**config.mk**
```make
export PLATFORM = sky130hd
export DESIGN_NAME = fdc_sector_server
export DESIGN_NICKNAME = d
export VERILOG_FILES = /design/src/rtl/fdc_sector_server.sv
export SDC_FILE = /design/constraint.sdc
export NUM_CORES = 1
export LEC_CHECK = 0
export CAP_MARGIN = 20
export CORE_MARGIN = 5
export CORE_UTILIZATION = 48
export CTS_CLUSTER_SIZE = 24
export DETAILED_ROUTE_END_ITERATION = 8
export HOLD_SLACK_MARGIN = 0.05
export PLACE_DENSITY = 0.87
export RECOVER_POWER = 25
export SETUP_SLACK_MARGIN = 0.5
export SYNTH_ARGS = -nofsm -noshare
export SYNTH_HDL_FRONTEND = slang
export SYNTH_SLANG_ARGS = --single-unit
```
**constraint.sdc**
```tcl
create_clock -name clk -period 7.3 [get_ports clk]
set_input_delay 2.19 -clock clk [delete_from_list [all_inputs] [get_ports clk]]
set_output_delay 2.19 -clock clk [all_outputs]
set_load 0.01 [all_outputs]
```
**src/rtl/fdc_sector_server.sv**
```systemverilog
// Sector server between the nec765 FDC core and the memory arbiter.
// Moves 512-byte sectors between two byte-wide disk images and the FDC FIFOs.
module fdc_sector_server #(
    parameter int          ADDR_W   = 24,
    parameter int unsigned TRACKS   = 40,
    parameter int unsigned SIDES    = 1,
    parameter int unsigned SECTORS  = 9,
    parameter logic [7:0]  FIRST_ID = 8'hC1
) (
    input  logic              clk,
    input  logic              rst_n,
    input  logic [31:0]       disk_sr,
    output logic [31:0]       disk_cr,
    output logic [7:0]        disk_data_in,
    output logic              disk_data_clkin,
    input  logic [7:0]        disk_data_out,
    output logic              disk_data_clkout,
    input  logic [1:0]        img_mounted,
    input  logic [ADDR_W-1:0] base_a,
    input  logic [ADDR_W-1:0] base_b,
    output logic [ADDR_W-1:0] mem_addr,
    output logic              mem_rd,
    output logic              mem_wr,
    output logic [7:0]        mem_wdata,
    input  logic [7:0]        mem_rdata,
    input  logic              mem_ready
);

    typedef enum logic [2:0] {
        S_IDLE, S_CHECK, S_RD_MEM, S_RD_PUSH, S_WR_POP, S_WR_MEM, S_DONE
    } state_t;

    state_t            r_state, w_next;
    logic [31:0]       r_sr;
    logic              r_req_d;
    logic              r_wr, r_drv, r_head, r_err, r_mnt_a;
    logic [6:0]        r_cyl;
    logic [7:0]        r_id, r_rdata, r_wdata;
    logic [8:0]        r_cnt;
    logic [ADDR_W-1:0] r_addr;

    logic              w_req, w_start, w_bad, w_last;
    logic [31:0]       w_lba;
    logic [ADDR_W-1:0] w_base;
    logic              w_unused;

    assign w_req   = r_sr[21] | r_sr[20] | r_sr[18] | r_sr[17];
    assign w_start = (r_state == S_IDLE) && w_req && !r_req_d;
    assign w_last  = &r_cnt;
    assign w_base  = r_drv ? base_b : base_a;
    assign w_lba   = (32'(r_cyl) * SIDES + 32'(r_head)) * SECTORS
                   + 32'(r_id) - 32'(FIRST_ID);
    assign w_bad   = !img_mounted[r_drv] || (32'(r_cyl) >= TRACKS)
                   || (32'(r_head) >= SIDES) || (r_id < FIRST_ID)
                   || (32'(r_id) >= 32'(FIRST_ID) + SECTORS);
    assign w_unused = &{1'b0, r_sr[31:22], r_sr[19], r_sr[16], w_lba[31:23]};

    always_ff @(posedge clk) begin
        if (!rst_n) r_state <= S_IDLE;
        else        r_state <= w_next;
    end

    always_comb begin
        w_next           = r_state;
        mem_rd           = 1'b0;
        mem_wr           = 1'b0;
        disk_data_clkin  = 1'b0;
        disk_data_clkout = 1'b0;
        case (r_state)
            S_IDLE:    if (w_start) w_next = S_CHECK;
            S_CHECK: begin
                if (!w_req)     w_next = S_IDLE;
                else if (w_bad) w_next = S_DONE;
                else            w_next = r_wr ? S_WR_POP : S_RD_MEM;
            end
            // an open memory handshake is always completed, even when aborting
            S_RD_MEM: begin
                mem_rd = 1'b1;
                if (mem_ready) w_next = w_req ? S_RD_PUSH : S_IDLE;
            end
            S_RD_PUSH: begin
                disk_data_clkin = w_req;
                if (!w_req)      w_next = S_IDLE;
                else if (w_last) w_next = S_DONE;
                else             w_next = S_RD_MEM;
            end
            S_WR_POP: begin
                disk_data_clkout = w_req;
                w_next = w_req ? S_WR_MEM : S_IDLE;
            end
            S_WR_MEM: begin
                mem_wr = 1'b1;
                if (mem_ready) begin
                    if (!w_req)      w_next = S_IDLE;
                    else if (w_last) w_next = S_DONE;
                    else             w_next = S_WR_POP;
                end
            end
            S_DONE:    if (!w_req) w_next = S_IDLE;
            default:   w_next = S_IDLE;
        endcase
    end

    always_ff @(posedge clk) begin
        if (!rst_n) begin
            r_sr    <= '0;
            r_req_d <= 1'b0;
            r_mnt_a <= 1'b0;
            r_wr    <= 1'b0;
            r_drv   <= 1'b0;
            r_head  <= 1'b0;
            r_cyl   <= '0;
            r_id    <= '0;
            r_err   <= 1'b0;
            r_cnt   <= '0;
            r_addr  <= '0;
            r_rdata <= '0;
            r_wdata <= '0;
        end else begin
            r_sr    <= disk_sr;
            r_req_d <= w_req;
            r_mnt_a <= img_mounted[0];
            case (r_state)
                S_IDLE: if (w_start) begin
                    r_wr   <= !(r_sr[17] || r_sr[18]);
                    r_drv  <= r_sr[17] ? 1'b0 : r_sr[18] ? 1'b1 : !r_sr[20];
                    r_head <= r_sr[15];
                    r_cyl  <= r_sr[14:8];
                    r_id   <= r_sr[7:0];
                end
                S_CHECK: begin
                    r_err  <= w_bad;
                    r_cnt  <= '0;
                    r_addr <= w_base + ADDR_W'({w_lba[22:0], 9'b0});
                end
                S_RD_MEM:  if (mem_ready) r_rdata <= mem_rdata;
                S_RD_PUSH: begin
                    r_addr <= r_addr + ADDR_W'(1);
                    r_cnt  <= r_cnt + 9'd1;
                end
                S_WR_POP:  r_wdata <= disk_data_out;
                S_WR_MEM:  if (mem_ready) begin
                    r_addr <= r_addr + ADDR_W'(1);
                    r_cnt  <= r_cnt + 9'd1;
                end
                default: ;
            endcase
        end
    end

    assign disk_data_in = r_rdata;
    assign mem_wdata    = r_wdata;
    assign mem_addr     = r_addr;
    assign disk_cr      = {(r_mnt_a ? FIRST_ID : 8'h00), 19'b0,
                           r_state == S_DONE, (r_state == S_DONE) && r_err, 3'b0};

endmodule

```
======== Word-level counts from Yosys, hierarchy flattened ========
Index checks and enable logic that the tools add are counted.
W data, S select, Z words.
storage, ports and cells
  register bits ........................... 95
  ROM bits ................................ 0
  bits in writable memories ............... 0
  bits in latches ......................... 0
  output and inout port bits .............. 76
  memories ................................ 0
cells by class
  multiply operators ...................... 1
  mux-type cells .......................... 28
  reductions and logical operators ........ 19
  bitwise operators ....................... 3
  equality and inequality tests ........... 10
  div/mod/pow operators ................... 0
  $lt $le $gt $ge ......................... 5
  $add $sub $neg .......................... 6
  shifts and indexed selects .............. 0
operators with widths
  kind                     number
  $pmux W24 S3             1
  $mux W24                 2
  $mux W3                  11
  $pmux W9 S3              1
  $add A24 B1 Y24 const B  1
  $add A24 B24 Y24         1
  $pmux W3 S7              1
  $sub A13 B8 Y14 const B  1
  $add A12 B8 Y13          1
  $mul A8 B4 Y12 const B   1
  $add A9 B1 Y9 const B    1
  $eq A3 B3 Y1 const B     3
  $mux W9                  1
  $reduce_and A9 Y1        1
  $add A7 B1 Y8            1
  $ge A8 B8 Y1 const B     1
  $lt A8 B8 Y1 const B     1
  $mux W1                  8
  $mux W8                  1
  $ne A2 B2 Y1 const B     4
  $ge A7 B6 Y1 const B     1
  $eq A3 B2 Y1 const B     2
  $reduce_and A2 Y1        3
  $logic_or A1 B1 Y1       5
  10 further kinds         18

======== Depth between registers and ports, before layout ========
Gate-level depths: netlist of the first run.
  depth after elaboration ................. 10
  depth in mapped cells ................... 23
  gate-level depth less buffers ........... 23

======== Worst setup path before layout of the first run ========
No wires, ideal clock.
  path kind ............................... register -> register
  from .................................... reg r_cyl[1]
  to ...................................... reg r_addr[22], in the netlist mem_addr[22]
  setup time .............................. 0.117 ns
  path buffers ............................ 0
  arrival time ............................ 4.535 ns
  slack ................................... 2.648 ns
  stages on the path, launching flop included .. 23
  required time ........................... 7.183 ns
  cells stage by stage .................... dfxtp_1 -> and3_1 -> nand2_1 -> xnor2_1 -> ha_1 -> inv_1 -> fa_1 -> fa_1 -> inv_1 -> ha_1 -> nor2b_1 -> o21ai_0 -> a21boi_1 -> o21ai_0 -> a21oi_1 -> xor2_1 -> ha_1 -> a21o_1 -> a211o_1 -> o22ai_1 -> o21bai_1 -> xor2_1 -> o2bb2ai_1
between the ends
  word-level cells in the longest chain between the ends .. 6
RTL lines
  element                 RTL line  text
  from (decl)             37        logic [6:0] r_cyl;
  from (signal assigned)  128       r_cyl <= r_sr[14:8];
  $add A7 B1 Y8           51        assign w_lba = (32'(r_cyl) * SIDES + 32'(r_head)) * SECTORS
  $mul A8 B4 Y12          51
  $add A12 B8 Y13         52        + 32'(r_id) - 32'(FIRST_ID);
  $sub A13 B8 Y14         52
  $add A24 B24 Y24        134       r_addr <= w_base + ADDR_W'({w_lba[22:0], 9'b0});
  $pmux W24 S3            123       case (r_state)
  to (signal assigned)    134
  to (signal assigned)    138       r_addr <= r_addr + ADDR_W'(1);
  to (signal assigned)    143       r_addr <= r_addr + ADDR_W'(1);
  to (decl)               40        logic [ADDR_W-1:0] r_addr;
Every way passes these cells.
A chain may end at the register's enable or synchronous reset.

======== Worst setup path after layout of the first run ========
  from .................................... reg r_head
  to ...................................... reg r_addr[22], in the netlist mem_addr[22]
between the ends
  word-level cells in the longest chain between the ends .. 6
RTL lines
  element                 RTL line  text
  from (decl)             36        logic r_wr, r_drv, r_head, r_err, r_mnt_a;
  from (signal assigned)  127       r_head <= r_sr[15];
  $add A7 B1 Y8           51
  $mul A8 B4 Y12          51
  $add A12 B8 Y13         52
  $sub A13 B8 Y14         52
  $add A24 B24 Y24        134
  $pmux W24 S3            123
Every way passes these cells.

==> results by group, run 1 <==
Status
  • Status: finished, violations left
  • Failing checks: max-capacitance violations, max-slew violations

Place
  • DPL Wire Length: 11240 um
  • Port-buffer cells: 137
  • Place WS: 2.169 ns
  • Gpl congestion: about 0.85
  • Post-DP Area: 7719 um^2

STA
  • Final hold viol count: 0
  • Minimum clock period: 5.215 ns
  • Worst Clk Skew: ~0.0052 ns
  • Slew of the pin with the lowest slew margin: 1.708 ns
  • Count of final setup violators: 0
  • F_max: 0.1917 GHz
  • RSZ-0062 raised after global routing: no
  • Final TNS setup: 0 ns
  • Rel. slew slack: -0.1387
  • Final Worst Setup Slack: 2.085 ns
  • Final period util: 0.7144
  • Slew Viols, Final: 55

Clock network
  • CTS tree: built
  • Cts hold-fix bufs: 0
  • Root Driver: clkbuf_16
  • CTS Sinks: 93
  • Clock Latency Late Sink: 0.34 ns
  • Clock transition at the registers of the reported paths: 0.06 ns
  • Post-CTS Setup Bufs: 0
  • PostCTS Resize Cnt: 0
  • Max Root-Sink Buffers: 2
  • CTS Buf Count: 9
  • H-tree Lvls: 3

Drt
  • Vias per cell: 5.336
  • Via count: between 5k and 6k
  • Max layer used: met4
  • DR pass1 iterations: 5
  • DR WL/cell: 14.35 um
  • DRT iter0 DRCs: 350
  • Wl on met1: 6547 um
  • WL met3: 1030 um
  • # DRC: 0
  • Post-DRT Antenna Nets: 0
  • Met2 WL: 7286 um
  • Detailed Route WL: 15190 um

Global route
  • Number of antenna violations at the first check in global routing: 0
  • Largest net degree at the start of global routing: 55
  • Vias in the first global route: 5240
  • GR Overflow Total: 0
  • Tot GR Track Use: 0.1887
  • First-pass GRT wire length: 24960 um

Power and ir drop
  • LEAKAGE: between 3 and 4 nW
  • NetSw: 0.0007893 W
  • Clock power share: 0.234
  • Pwr dens: about 260 nW/um^2
  • Sequential Power Share: 0.293
  • Logic gate share of total power: 0.473
  • Peak VDD IR: 0.1515 mV
  • Sw Ratio: 0.3724
  • Power Internal: 0.001330 W

Worst setup path
  • Req. time, crit path: 7.53 ns
  • Critical path capture point type: flip-flop
  • CP max stage cell: fa_1
  • Crit-path cells: ha_1 > nand2_1 > xnor2_1 > ha_1 > inv_1 > fa_1 > fa_1 > inv_1 > ha_1 > nor2b_1 > o21ai_0 > a21boi_1 > o21ai_0 > a21oi_1 > xor2_1 > ha_1 > a21o_1 > a211o_1 > o22ai_1 > o21bai_1 > xor2_1 > o2bb2ai_1
  • CP bufs+invs: 2
  • Setup CP Type: reg -> reg
  • CP top delay family: adder cells
  • CP peak stage delay: 0.57 ns
  • Data arrival, critical path: roughly 5.5 ns
  • Crit path from: r_head$_SDFFE_PN0P_
  • Critical path fanouts, max: 4
  • Worst R2R Start: r_head$_SDFFE_PN0P_
  • Cell mode on critical path: ha_1
  • Worst Setup Start Kind: flip-flop

Yosys
  • Cell taking the most area after synthesis: dfxtp_1
  • Async set or reset register ratio after synthesis: 0
  • Post-synthesis instance area: 6400 um^2
  • Synth top area cells: dfxtp_1 29%, ha_1 9.0%, nand2_1 5.0%, buf_4 3.6%, a21oi_1 3.4%
  • Avg Inst Size Synth: 8.377 um^2
  • Sequential area share after synthesis: 0.2909
  • Synth Register Bits: 93
  • Post-Syn Instances: 764
  • EDFF count, synth: 0
  • Top-area cell type share of the netlist area: 0.2909
  • Post-synth top flop: dfxtp_1
  • Synth cell types: 74
  • Warnings, synthesis: 0
  • Most frequent cells after synthesis: 93 x dfxtp_1, 85 x nand2_1, 46 x ha_1, 46 x inv_1, 44 x a21oi_1
  • Cell with the most instances after synthesis: dfxtp_1

Min path
  • Hold crit path type: reg -> reg
  • Hold Crit Start: r_sr[11]$_SDFF_PN0_

Final layout
  • ANT cells: 0
  • Layout cells sized above 1: 0.07256
  • Layout Nets: between 1k and 1.5k
  • Layout area overhead: 25.75%
  • Post-route cell area: 8048 um^2

Floorplan
  • Cell Rows: 42
  • Initial core utilization: 0.4871
  • Top Ports: roughly 180
  • Core area: 13140 um^2
  • Die area: 15740 um^2
  • Chip width: 125.5 um
  • Chip Height: 125.5 um

Job
  • Maxcap violations: 1
routing by layer:
metal / global-route usage / vias up
li1: - / 2812
met1: 0.2441 / 2619
met3: 0.03838 / 22
met5: 0 / -
met2: 0.3125 / 193
met4: 0.06824 / 0
kinds of logic (layout without fill, tap and decap cells):
family / after synthesis / in the layout / synth area share
and+or+nand+nor: 239 / 239 / 0.1941
AOI/OAI and AO/OA: 202 / 202 / 0.2074
buffers and inverters: 112 / 204 / 0.08876
DFF: 93 / 93 / 0.2909
adders and majority gates: 57 / 57 / 0.1243
xor gates and xnor gates: 34 / 34 / 0.04985
muxes: 26 / 26 / 0.04399
other: 1 / 27 / 0.0005859
power by group through the flow:
stage | logic, W | clock network [W] | registers [W]
floorplan | 0.000725 | 0 | 0.000626
global placement | 0.000967 | 0 | 0.000627
detailed placement | 0.000991 | 0 | 0.000629
CTS | 0.00100 | 0.000508 | 0.000619
global route | 0.00112 | 0.000530 | 0.000627
finish | 0.00100 | 0.000496 | 0.000620
final timing paths:
| check | slack, ns | endpoint | depth (start not counted) |
|---|---|---|---|
| worst max-delay path | 2.08 | mem_addr[22]$_SDFFE_PN0P_ | 22 |
| worst min-delay path | 0.45 | r_cyl[3]$_SDFFE_PN0P_ | 2 |
| worst max register to register | 2.08 | mem_addr[22]$_SDFFE_PN0P_ | 22 |
| worst min register to register | 0.45 | r_cyl[3]$_SDFFE_PN0P_ | 2 |
tightest hold or removal path, cell delays in order, from the launching register on:
cell and delay (ns):
dfxtp_1 0.30, nand2_1 0.04, a21boi_0 0.06
registers in the layout, summed over array words and instances (netlist names):
| signal | cells |
|---|---|
| r_err | 1 |
| r_mnt_a | 1 |
| disk_data_in | 8 |
| r_req_d | 1 |
| mem_addr | 24 |
| r_cyl | 7 |
| r_wr | 1 |
| mem_wdata | 8 |
| r_state | 3 |
| r_drv | 1 |
| r_sr | 20 |
| r_head | 1 |
| r_cnt | 9 |
| r_id | 8 |
final cells by class:
class | count | area, um^2
fillers | 1150 | 5090
multi-input cells | 585 | 4068
flip-flops and latches | 93 | 1862
repair buffers | 142 | 1410
clock buffers | 10 | 229.0
well taps | 176 | 220.2
inverters | 46 | 172.7
clock inverters | 6 | 86.33
placed cells by master (no fill, tap or decap), types with 24 or more instances in the layout:
cell             netlist  routed
nor2_1                36      36
o21ai_0               38      38
and2_1                32      24
a21oi_1               44      44
dfxtp_1               93      93
conb_1                 1      27
clkdlybuf4s50_1        0     136
nand2_1               85      85
inv_1                 46      46
ha_1                  46      46
a21boi_0              24      34
through the flow:
stage,util,hold slack [ns],std cells,total power (W)
floorplan,-,0.4162,790,0.001350
global placement,0.5875,0.4217,1041,0.001595
detailed placement,0.5875,0.4258,1041,0.001621
CTS,0.6115,0.4353,1057,0.002128
global route,0.6126,0.4780,1058,0.002278
finish,0.6126,0.4474,1058,0.002119
No activity file was read; power rests on OpenSTA's default activity.
==> run 2, diff against run 1 <==
--- a/config.mk
+++ b/config.mk
@@ -7,11 +7,11 @@
 export LEC_CHECK = 0
 export CAP_MARGIN = 20
 export CORE_MARGIN = 5
-export CORE_UTILIZATION = 48
+export CORE_UTILIZATION = 44
 export CTS_CLUSTER_SIZE = 24
 export DETAILED_ROUTE_END_ITERATION = 8
 export HOLD_SLACK_MARGIN = 0.05
-export PLACE_DENSITY = 0.87
+export PLACE_DENSITY = 0.84
 export RECOVER_POWER = 25
 export SETUP_SLACK_MARGIN = 0.5
 export SYNTH_ARGS = -nofsm -noshare
==> constraint.sdc (replaced) <==
create_clock -name clk -period 4.6 [get_ports clk]
set_input_delay 1.38 -clock clk [delete_from_list [all_inputs] [get_ports clk]]
set_output_delay 1.38 -clock clk [all_outputs]
set_load 0.01 [all_outputs]
==> run 2 against run 1 <==
Net effect:
- the flow finishes with violations (negative setup slack)
- via count grew 4.2%
- utilization increased by 1.2 points
- register-to-register slack got worse by 2.1 ns
- fmax grew 12%
- clock power rose by 59%
- hold slack barely moved
- first-iteration DRC count is 5.4% lower
- critical path type unchanged
- largest cell class unchanged
==> results by group, run 2 (synthesis gave the netlist of run 1 again) <==
Status
  • Status: finished, violations left (unchanged)
  • Failing checks: negative setup slack (was max-capacitance violations, max-slew violations)

STA
  • Final period util: 1.013 (was 0.7144)
  • Final Worst Setup Slack: -0.06165 ns (was 2.085 ns)
  • RSZ-0062 raised after global routing: yes (was no)
  • Slew of the pin with the lowest slew margin: 0.9788 ns (was 1.708 ns)
  • Final hold viol count: 0 (unchanged)
  • Slew Viols, Final: 0 (was 55)
  • Rel. slew slack: 0.3466 (was -0.1387)
  • Worst Clk Skew: 0.006526 ns (was 0.005222 ns)
  • Count of final setup violators: 3 (was 0)
  • F_max: 0.2145 GHz (was 0.1917 GHz)
  • Final TNS setup: -0.1202 ns (was 0 ns)
  • Minimum clock period: 4.662 ns (was 5.215 ns)

Drt
  • Vias per cell: 5.296 (was 5.336)
  • Detailed Route WL: 17130 um (was 15190 um)
  • # DRC: 0 (unchanged)
  • Via count: 5884 (was 5646)
  • DR pass1 iterations: 5 (unchanged)
  • Post-DRT Antenna Nets: 0 (unchanged)
  • DR WL/cell: 15.42 um (was 14.35 um)
  • DRT iter0 DRCs: 331 (was 350)

Global route
  • Vias in the first global route: 5446 (was 5240)
  • Largest net degree at the start of global routing: 51 (was 55)
  • Tot GR Track Use: 0.1864 (was 0.1887)
  • Number of antenna violations at the first check in global routing: 0 (unchanged)
  • GR Overflow Total: 0 (unchanged)
  • First-pass GRT wire length: 25730 um (was 24960 um)

Worst setup path
  • Worst Setup Start Kind: flip-flop (unchanged)
  • Setup CP Type: reg -> reg (unchanged)
  • Data arrival, critical path: 4.91 ns (was 5.45 ns)
  • Critical path capture point type: flip-flop (unchanged)
  • Req. time, crit path: 4.84 ns (was 7.53 ns)
  • Critical path fanouts, max: 4 (unchanged)
  • Reg2Reg Depth: 22 (unchanged)
  • R2R Setup Slk: -0.06 ns (was 2.08 ns)
  • Critical R2R Capture: mem_addr[22]$_SDFFE_PN0P_ (unchanged)
  • Worst R2R Start: r_cyl[2]$_SDFFE_PN0P_ (was r_head$_SDFFE_PN0P_)

Floorplan
  • Core area: 14420 um^2 (was 13140 um^2)
  • Die area: 17060 um^2 (was 15740 um^2)
  • Chip width: 130.6 um (was 125.5 um)
  • Cell Rows: 44 (was 42)
  • Top Ports: 177 (unchanged)
  • Chip Height: 130.6 um (was 125.5 um)
  • Initial core utilization: 0.4437 (was 0.4871)

Clock network
  • Max Root-Sink Buffers: 2 (unchanged)
  • CTS tree: built (unchanged)
  • CTS Sinks: 93 (unchanged)
  • Clock Latency Late Sink: 0.35 ns (was 0.34 ns)
  • H-tree Lvls: 3 (unchanged)
  • Root Driver: clkbuf_16 (unchanged)
  • Clock transition at the registers of the reported paths: 0.07 ns (was 0.06 ns)
  • Cts hold-fix bufs: 0 (unchanged)
  • CTS Buf Count: 9 (unchanged)

Place
  • Gpl congestion: 0.8711 (was 0.8526)
  • Place WS: -0.05706 ns (was 2.169 ns)
  • DPL Wire Length: 11920 um (was 11240 um)
  • Post-DP Area: 8028 um^2 (was 7719 um^2)
  • Port-buffer cells: 137 (unchanged)

Min path
  • Hold depth: 2 (unchanged)
  • Hold Crit Start: r_sr[3]$_SDFF_PN0_ (was r_sr[11]$_SDFF_PN0_)
  • Hold crit path type: reg -> reg (unchanged)
  • Hold worst-path end: r_id[3]$_SDFFE_PN0P_ (was r_cyl[3]$_SDFFE_PN0P_)

Final layout
  • Fin util: 0.6242 (was 0.6126)
  • Leading cell types in the layout, fill and taps excluded: 136 x clkdlybuf4s50_1, 87 x dfxtp_1, 82 x nand2_1, 45 x buf_4, 39 x inv_1 (was 136 x clkdlybuf4s50_1, 93 x dfxtp_1, 85 x nand2_1, 46 x inv_1, 46 x ha_1)
  • Layout area overhead: 40.68% (was 25.75%)
  • Most common cell after layout, fill and taps aside: clkdlybuf4s50_1 (unchanged)
  • Post-route cell area: 9004 um^2 (was 8048 um^2)
  • Layout Nets: 1080 (was 1035)
  • Filler Cell Count: 1160 (was 1150)
  • Max reg flops: 24 (unchanged)
  • ANT cells: 0 (unchanged)
  • Layout cells sized above 1: 0.2060 (was 0.07256)

Power and ir drop
  • Pwr dens: 469.2 nW/um^2 (was 263.4 nW/um^2)
  • LEAKAGE: 3.510 nW (was 3.150 nW)
  • Total power: 0.004225 W (was 0.002119 W)
  • Peak VDD IR: 0.2667 mV (was 0.1515 mV)

Job
  • Maxcap violations: 0 (was 1)
-- run 2: changes by cell type in the layout (fill, tap and decap cells not counted), moves of 5 or more --
| cell | delta |
|---|---|
| a21oi_1 | -10 |
| a21oi_2 | +7 |
| buf_4 | +41 |
| dfxtp_1 | -6 |
| ha_1 | -17 |
| ha_4 | +16 |
| inv_1 | -7 |
| inv_2 | +7 |
| o21ai_0 | -6 |
| o21ai_2 | +5 |
| xnor2_1 | -10 |
| xnor2_2 | +8 |
-- run 2: timing repair --
action                                  4_1_cts  5_1_grt
gates resized for setup                      34       46
endpoints found under the setup margin        9        9
gates cloned                                  0        0
setup buffers                                12        9
pin swaps                                    36       33
-- run 2: how the worst max path moves through the flow --
stage | depth (start not counted) | slack, ns | from | to
floorplan | 22 | 0.25 | r_cyl[3]$_SDFFE_PN0P_ | mem_addr[22]$_SDFFE_PN0P_
global placement | 22 | 0.04 | r_head$_SDFFE_PN0P_ | mem_addr[22]$_SDFFE_PN0P_
detailed placement | 22 | -0.06 | r_head$_SDFFE_PN0P_ | mem_addr[22]$_SDFFE_PN0P_
CTS | 22 | -0.01 | r_cyl[2]$_SDFFE_PN0P_ | mem_addr[22]$_SDFFE_PN0P_
global route | 22 | -0.25 | r_head$_SDFFE_PN0P_ | mem_addr[23]$_SDFFE_PN0P_
finish | 22 | -0.06 | r_cyl[2]$_SDFFE_PN0P_ | mem_addr[22]$_SDFFE_PN0P_
-- run 2: where the power goes --
group          total, W  internal [W]  switching [W]
clock network  0.000790      0.000448       0.000342
registers       0.00100      0.000888       0.000115
logic           0.00243       0.00126        0.00117
-- run 2: layer usage --
layer / global-route usage / wire [um]
met5: 0 / 0
met4: 0.06897 / 414
met3: 0.04268 / 1213
met2: 0.3164 / 8412
met1: 0.2313 / 7092
-- run 2: critical path: stages (launching register included) --
cell and delay, ns:
dfxtp_4 0.34, and3_4 0.21, nand2_4 0.07, xnor2_4 0.14, ha_4 0.27, inv_2 0.03
fa_1 0.46, fa_1 0.51, inv_2 0.05, ha_4 0.22, o211ai_1 0.22, o21ai_2 0.10
nor3_2 0.19, o21bai_4 0.17, nor2b_1 0.07, o21ai_1 0.17, xnor2_1 0.09, ha_1 0.36
a211o_1 0.35, buf_4 0.16, o21bai_4 0.13, xor2_1 0.16, o2bb2ai_1 0.07
-- run 2: layout make-up --
cell class                      count  area (um^2)  area share
Clock buffer                       10        239.0     0.02654
Timing Repair Buffer              187         1764      0.1959
Clock inverter                      6        78.83    0.008755
Multi-Input combinational cell    585         4642      0.5156
Sequential cell                    93         1877      0.2084
Inverter                           46        172.7     0.01918
Tap cell                          184        230.2     0.02557
-- run 2: stage by stage --
step,instances,hold slack (ns)
floorplan,790,0.4059
global placement,1073,0.4149
detailed placement,1073,0.4259
CTS,1101,0.4368
global route,1111,0.4596
finish,1111,0.4469
==> run 3, diff against run 2 <==
--- a/config.mk
+++ b/config.mk
@@ -8,7 +8,7 @@
 export CAP_MARGIN = 20
 export CORE_MARGIN = 5
 export CORE_UTILIZATION = 44
-export CTS_CLUSTER_SIZE = 24
+export CTS_CLUSTER_SIZE = 28
 export DETAILED_ROUTE_END_ITERATION = 8
 export HOLD_SLACK_MARGIN = 0.05
 export PLACE_DENSITY = 0.84
==> results of run 3 <==
Same layout as run 2: the final DEF is identical, and so are final timing and power.
